[src/rtl/psum_buffer_a2.sv]
// psum_buffer_a2
// Partial-sum buffer and pass sequencer for the A2 convolution layer. Sits after the A2
// accumulator and closes its feedback loop: each accumulated pixel is stored and replayed
// on the next channel pass through psum_data_out, while accu_enable selects bias (first
// pass) or the stored partial sum (later passes). On the final pass finished pixels are
// streamed out on the OFM port instead of being stored.
//
// Optional feature macro: PSUM_RELU_EN -- when defined, final-pass outputs are ReLU'd
// (negative sign bit forces ofm_data_out to zero). Stored partial sums are never ReLU'd.
//
// Ports:
//   clk            in   rising-edge clock
//   reset          in   synchronous active-high reset
//   start          in   begin a filter (sampled only in IDLE)
//   conv_valid     in   accu_data_in valid this cycle (used only in ACCUM)
//   accu_data_in   in   accumulator result
//   accu_enable    out  0 = bias, 1 = stored partial sum
//   psum_data_out  out  stored partial sum at the current address (asynchronous read)
//   ofm_data_out   out  finished pixel
//   ofm_address    out  pixel index of ofm_data_out
//   ofm_valid      out  OFM data/address valid
//   busy           out  high while accumulating
//   done           out  one-cycle pulse when a filter completes
module psum_buffer_a2 #(
    parameter int unsigned DATA_WIDTH       = 32,
    parameter int unsigned IFM_SIZE         = 14,
    parameter int unsigned KERNAL_SIZE      = 5,
    parameter int unsigned NUMBER_OF_PASSES = 2,
    parameter int unsigned OFM_PIXELS       = (IFM_SIZE - KERNAL_SIZE + 1) ** 2,
    parameter int unsigned ADDRESS_SIZE     = $clog2(OFM_PIXELS),
    parameter int unsigned PASS_BITS        = $clog2(NUMBER_OF_PASSES) + 1
) (
    input  logic                    clk,
    input  logic                    reset,
    input  logic                    start,
    input  logic                    conv_valid,
    input  logic [DATA_WIDTH-1:0]   accu_data_in,
    output logic                    accu_enable,
    output logic [DATA_WIDTH-1:0]   psum_data_out,
    output logic [DATA_WIDTH-1:0]   ofm_data_out,
    output logic [ADDRESS_SIZE-1:0] ofm_address,
    output logic                    ofm_valid,
    output logic                    busy,
    output logic                    done
);

    localparam logic [ADDRESS_SIZE-1:0] LastAddr = ADDRESS_SIZE'(OFM_PIXELS - 1);
    localparam logic [PASS_BITS-1:0]    LastPass = PASS_BITS'(NUMBER_OF_PASSES - 1);

    typedef enum logic [1:0] {StIdle, StAccum, StDone} state_e;

    state_e                  state_q, state_d;
    logic [ADDRESS_SIZE-1:0] addr_q, addr_d;
    logic [PASS_BITS-1:0]    pass_q, pass_d;
    logic [DATA_WIDTH-1:0]   ofm_data_q, ofm_data_d;
    logic [ADDRESS_SIZE-1:0] ofm_addr_q, ofm_addr_d;
    logic                    ofm_valid_q, ofm_valid_d;
    logic                    mem_we;
    logic [DATA_WIDTH-1:0]   out_data;

    // Partial-sum storage; deliberately not reset.
    logic [DATA_WIDTH-1:0]   mem_q [OFM_PIXELS];

    logic consume, final_pass, last_addr, filter_end;

    assign consume    = (state_q == StAccum) && conv_valid;
    assign final_pass = (pass_q == LastPass);
    assign last_addr  = (addr_q == LastAddr);
    assign filter_end = consume && final_pass && last_addr;

`ifdef PSUM_RELU_EN
    assign out_data = accu_data_in[DATA_WIDTH-1] ? '0 : accu_data_in;
`else
    assign out_data = accu_data_in;
`endif

    // ---------------- FSM: state register ----------------
    always_ff @(posedge clk) begin
        if (reset) begin
            state_q <= StIdle;
        end else begin
            state_q <= state_d;
        end
    end

    // ---------------- FSM: next state ----------------
    always_comb begin
        state_d = state_q;
        unique case (state_q)
            StIdle:  if (start) state_d = StAccum;
            StAccum: if (filter_end) state_d = StDone;
            StDone:  state_d = StIdle;
            default: state_d = StIdle;
        endcase
    end

    // ---------------- FSM: outputs ----------------
    always_comb begin
        busy        = (state_q == StAccum);
        done        = (state_q == StDone);
        accu_enable = (state_q == StAccum) && (pass_q != '0);
    end

    // ---------------- Datapath next state ----------------
    always_comb begin
        addr_d      = addr_q;
        pass_d      = pass_q;
        ofm_data_d  = ofm_data_q;
        ofm_addr_d  = ofm_addr_q;
        ofm_valid_d = 1'b0;
        mem_we      = 1'b0;

        if ((state_q == StIdle) && start) begin
            addr_d = '0;
            pass_d = '0;
        end

        if (consume) begin
            if (final_pass) begin
                ofm_valid_d = 1'b1;
                ofm_data_d  = out_data;
                ofm_addr_d  = addr_q;
            end else begin
                mem_we = 1'b1;
            end

            if (last_addr) begin
                addr_d = '0;
                // The final wrap ends the filter, so park the pass counter at zero.
                pass_d = final_pass ? '0 : pass_q + 1'b1;
            end else begin
                addr_d = addr_q + 1'b1;
            end
        end
    end

    // ---------------- Datapath registers ----------------
    always_ff @(posedge clk) begin
        if (reset) begin
            addr_q      <= '0;
            pass_q      <= '0;
            ofm_data_q  <= '0;
            ofm_addr_q  <= '0;
            ofm_valid_q <= 1'b0;
        end else begin
            addr_q      <= addr_d;
            pass_q      <= pass_d;
            ofm_data_q  <= ofm_data_d;
            ofm_addr_q  <= ofm_addr_d;
            ofm_valid_q <= ofm_valid_d;
        end
    end

    always_ff @(posedge clk) begin
        if (mem_we && !reset) begin
            mem_q[addr_q] <= accu_data_in;
        end
    end

    // Asynchronous read so the accumulator loop closes in the same cycle.
    assign psum_data_out = mem_q[addr_q];
    assign ofm_data_out  = ofm_data_q;
    assign ofm_address   = ofm_addr_q;
    assign ofm_valid     = ofm_valid_q;

endmodule

[config.mk]
export PLATFORM = sky130hd
export DESIGN_NAME = psum_buffer_a2
export DESIGN_NICKNAME = d
export VERILOG_FILES = /design/src/rtl/psum_buffer_a2.sv
export SDC_FILE = /design/constraint.sdc
export NUM_CORES = 2
export LEC_CHECK = 0
export CAP_MARGIN = 20
export CORE_AREA = 5 5 501 503
export DETAILED_ROUTE_END_ITERATION = 16
export DIE_AREA = 0 0 506 508
export GPL_TIMING_DRIVEN = 1
export HOLD_SLACK_MARGIN = 0.1
export PLACE_DENSITY = 0.66
export SYNTH_ARGS = -nofsm -noshare
export SYNTH_HDL_FRONTEND = slang
export SYNTH_SLANG_ARGS = --single-unit
[constraint.sdc]
create_clock -name clk -period 9.8 [get_ports clk]
set_input_delay 2.45 -clock clk [delete_from_list [all_inputs] [get_ports clk]]
set_output_delay 2.45 -clock clk [all_outputs]
set_load 0.005 [all_outputs]
==> flow_summary_export.csv <==
group,metric,value,unit
floorplanning,io_pins,111,
global_route,grt_max_degree,114,
layout,post-route-util,0.575,
floorplanning,initial_utilization,0.509,
setup_path,cp.arrival,5.78,ns
cts,cts_tree,"yes",
setup_path,crit_slowest_cell,"o22ai_1",
global_route,grt-ovfl-total,0,
timing,slew_viol_final,0,
synth,syn_area,125000,sq um
synth,synth_cells,5525,
placed_design,finalWeightedCongestion,0.825,
synth,synth.top_cell.area_share,0.770,
floorplanning,die_x,506,um
placed_design,dpl-instance-area,131000,sq um
setup_path,endpoint_kind,"primary output",
setup_path,cp.required,7.35,ns
synth,synth_area_leader_cell,"edfxtp_1",
setup_path,reg2reg_setup_slack,5.76,ns
power_and_ir_drop,peakVddDrop,0.000135,V
timing,setup_ws,1.57,ns
placed_design,pre_cts_ws,2.62,ns
drt,route.vias.total,61900,
global_route,grt_pass1_wl,484000,um
cts,htree_levels,5,
floorplanning,rows,182,
synth,async_reset_ff_frac,0,
run_status,status,"complete, but fails checks",
drt,via_per_inst,6.61,
run,cap_violations,0,
synth,syn_nets,5562,
timing,fin_crit_sh,0.840,
synth,syn_area_per_cell,22.6,sq um
layout,finalInstanceArea,141000,sq um
floorplanning,dieArea,257000,sq um
timing,slew_headroom,0.196,
drt,drc,0,
min_path,hold_depth,2,
setup_path,rr_startpoint,"state_q[0]",
setup_path,startpoint_type,"flip-flop",
layout,layout.nets,5932,
timing,tightest_slew,1.21,ns
cts,root_buffer,"clkbuf_16",
setup_path,cpPeakStageDelay,0.68,ns
setup_path,critPathTopFamily,"buffers and inverters",
synth,ys.flop_type,"edfxtp_1",
floorplanning,die_y,508,um
cts,clock-sinks,3258,
cts,clk_pin_slew,0.06,ns
synth,ys_warn_count,0,
timing,fmax,0.122,GHz
placed_design,post-dp-hpwl,192000,um
layout,syn2layout_area_growth,13.2,%
cts,cts_hold_buf,0,
run_status,violations,"antenna violations",
global_route,antenna_found_initial,17,
synth,ys_ff_latch,3258,
power_and_ir_drop,cellLeakagePower,0.0425,uW
setup_path,crit_chain,"buf_12 -> buf_12 -> mux4_2 -> mux4_2 -> nand2_1 -> nand2_1 -> o22ai_1 -> a21oi_1 -> clkdlybuf4s50_1",
timing,rsz0062_at_grt,"false",
global_route,grt_usage,0.269,
cts,insertion_delay,0.94,ns
setup_path,path_buf_inv,3,
timing,skew,0.0640,ns
setup_path,r2r_end,"mem_q[81][11]",
synth,synth.distinct_cells,58,
drt,ant_nets,1,
cts,clock_path_buffers,4,
drt,routedWlPerCell,37.0,um
layout,drive_gt1_frac,0.275,
setup_path,critPathMaxFanout,113,
min_path,hold_end,"pass_q[1]",
setup_path,critPathKind,"flip-flop to primary output",
timing,finalSetupViolations,0,
min_path,hp-start,"pass_q[1]",
min_path,min_path_type,"flip-flop to flip-flop",
cts,post_cts_buffers,0,
placed_design,numPortBuffers,110,
timing,fin_crit,8.23,ns
timing,finalHoldViolations,0,
synth,ys_seq_area_frac,0.779,
setup_path,reg2reg_depth,8,
drt,first_iter_violations,9992,
floorplanning,coreArea,245000,sq um
synth,synth_edf_count,3200,
synth,ys_top_cells_by_area,"edfxtp_1 77%, mux4_2 15%, mux2i_1 1.8%",
timing,finalSetupTns,0,ns
cts,cts_buffers,341,
cts,cts.repair.resized,0,
global_route,grt_pass1_vias,61100,
power_and_ir_drop,p_per_area,200,nW/um^2
drt,drt_first_pass_iters,6,
power_and_ir_drop,p_total,28300,uW
drt,finalWirelength,347000,um
==> power by group <==
part | total (uW) | switching (uW) | internal [uW]
combinational | 749 | 496 | 252
sequential | 15300 | 5.33 | 15300
clock | 12300 | 5120 | 7130
total | 28300 | 5630 | 22700
==> cells in the final DEF, fill, tap and decap left out, types with 40 or more instances in the layout <==
master           count
clkinv_1            63
edfxtp_1          3200
buf_4              236
mux2i_1            227
o22ai_1             43
clkbuf_16          348
nand2_1            195
clkinv_2            43
a21oi_1             96
mux2_2              57
dfxtp_1             51
nor2_4             101
clkdlybuf4s50_1     77
clkbuf_1            85
mux4_2             811
a22oi_1             47
nor2b_1             40
nor2_1              64
==> layout make-up <==
| type | count | area, sq um |
|---|---|---|
| fill | 17500 | 104000 |
| sequential | 3258 | 97300 |
| clock buffer | 433 | 9030 |
| inverter | 7 | 35.0 |
| tap | 3220 | 4030 |
| antenna | 12 | 30.0 |
| timing repair buffer | 333 | 2910 |
| multi-input combinational | 1954 | 26600 |
| clock inverter | 146 | 1350 |
==> per-layer routing <==
| layer | up-vias | GRT usage | wire length [um] |
|---|---|---|---|
| met5 | - | 0 | 60 |
| met4 | 8 | 0.0980 | 14600 |
| met3 | 644 | 0.0618 | 42200 |
| met2 | 4050 | 0.408 | 159000 |
| met1 | 33100 | 0.389 | 131000 |
| li1 | 24100 | - | - |
==> worst reg2reg max path, stage by stage, from the launching register on <==
cell,delay (ns)
dfxtp_1,0.40
nor2b_1,0.35
nand2_1,0.24
nor3_1,0.26
buf_4,0.22
nand3_2,0.34
buf_4,0.40
nor2_4,0.86
buf_4,0.53
==> how the worst max path moves through the flow <==
| stage | cells after the start | end | slack, ns |
|---|---|---|---|
| final | 9 | psum_data_out[3] | 1.57 |
| after floorplan | 5 | mem_q[24][0] | 4.60 |
| after global placement | 8 | psum_data_out[14] | 2.60 |
| after CTS | 9 | psum_data_out[15] | 1.60 |
| after global routing | 9 | psum_data_out[15] | 1.28 |
| after detailed placement | 9 | psum_data_out[15] | 2.62 |
==> cells in the mapped netlist (all sizes together), types with 33 or more instances <==
master	count
edfxtp	3200
mux4	811
mux2i	227
buf	214
nand2	195
nor2	168
a21oi	96
clkbuf	92
dfxtp	58
mux2	57
a22oi	47
o22ai	43
nor2b	41
o21ai	35
a221oi	33
==> stage by stage <==
stage               std cells  hold slack, ns
floorplan                5525           0.426
global placement         8766           0.439
detailed placement       8768           0.449
CTS                      9347           0.458
global route             9352           0.475
finish                   9363           0.458
==> registers in the layout, summed over array words and instances, names as in the netlist, named ones only <==
register / count
ofm_valid: 1
mem_q: 3200
ofm_address: 7
pass_q: 2
addr_q: 7
state_q: 2
ofm_data_out: 32
==> kinds of logic after synthesis <==
group / Yosys count / synth area share
AOI/OAI and AO/OA: 364 / 0.0197
xor gates and xnor gates: 1 / 0.0000702
adders and majority gates: 1 / 0.000100
buffers and inverters: 313 / 0.0144
DFF: 3258 / 0.779
muxes: 1095 / 0.170
and+or+nand+nor: 493 / 0.0171
No activity file was read; power rests on OpenSTA's default activity.
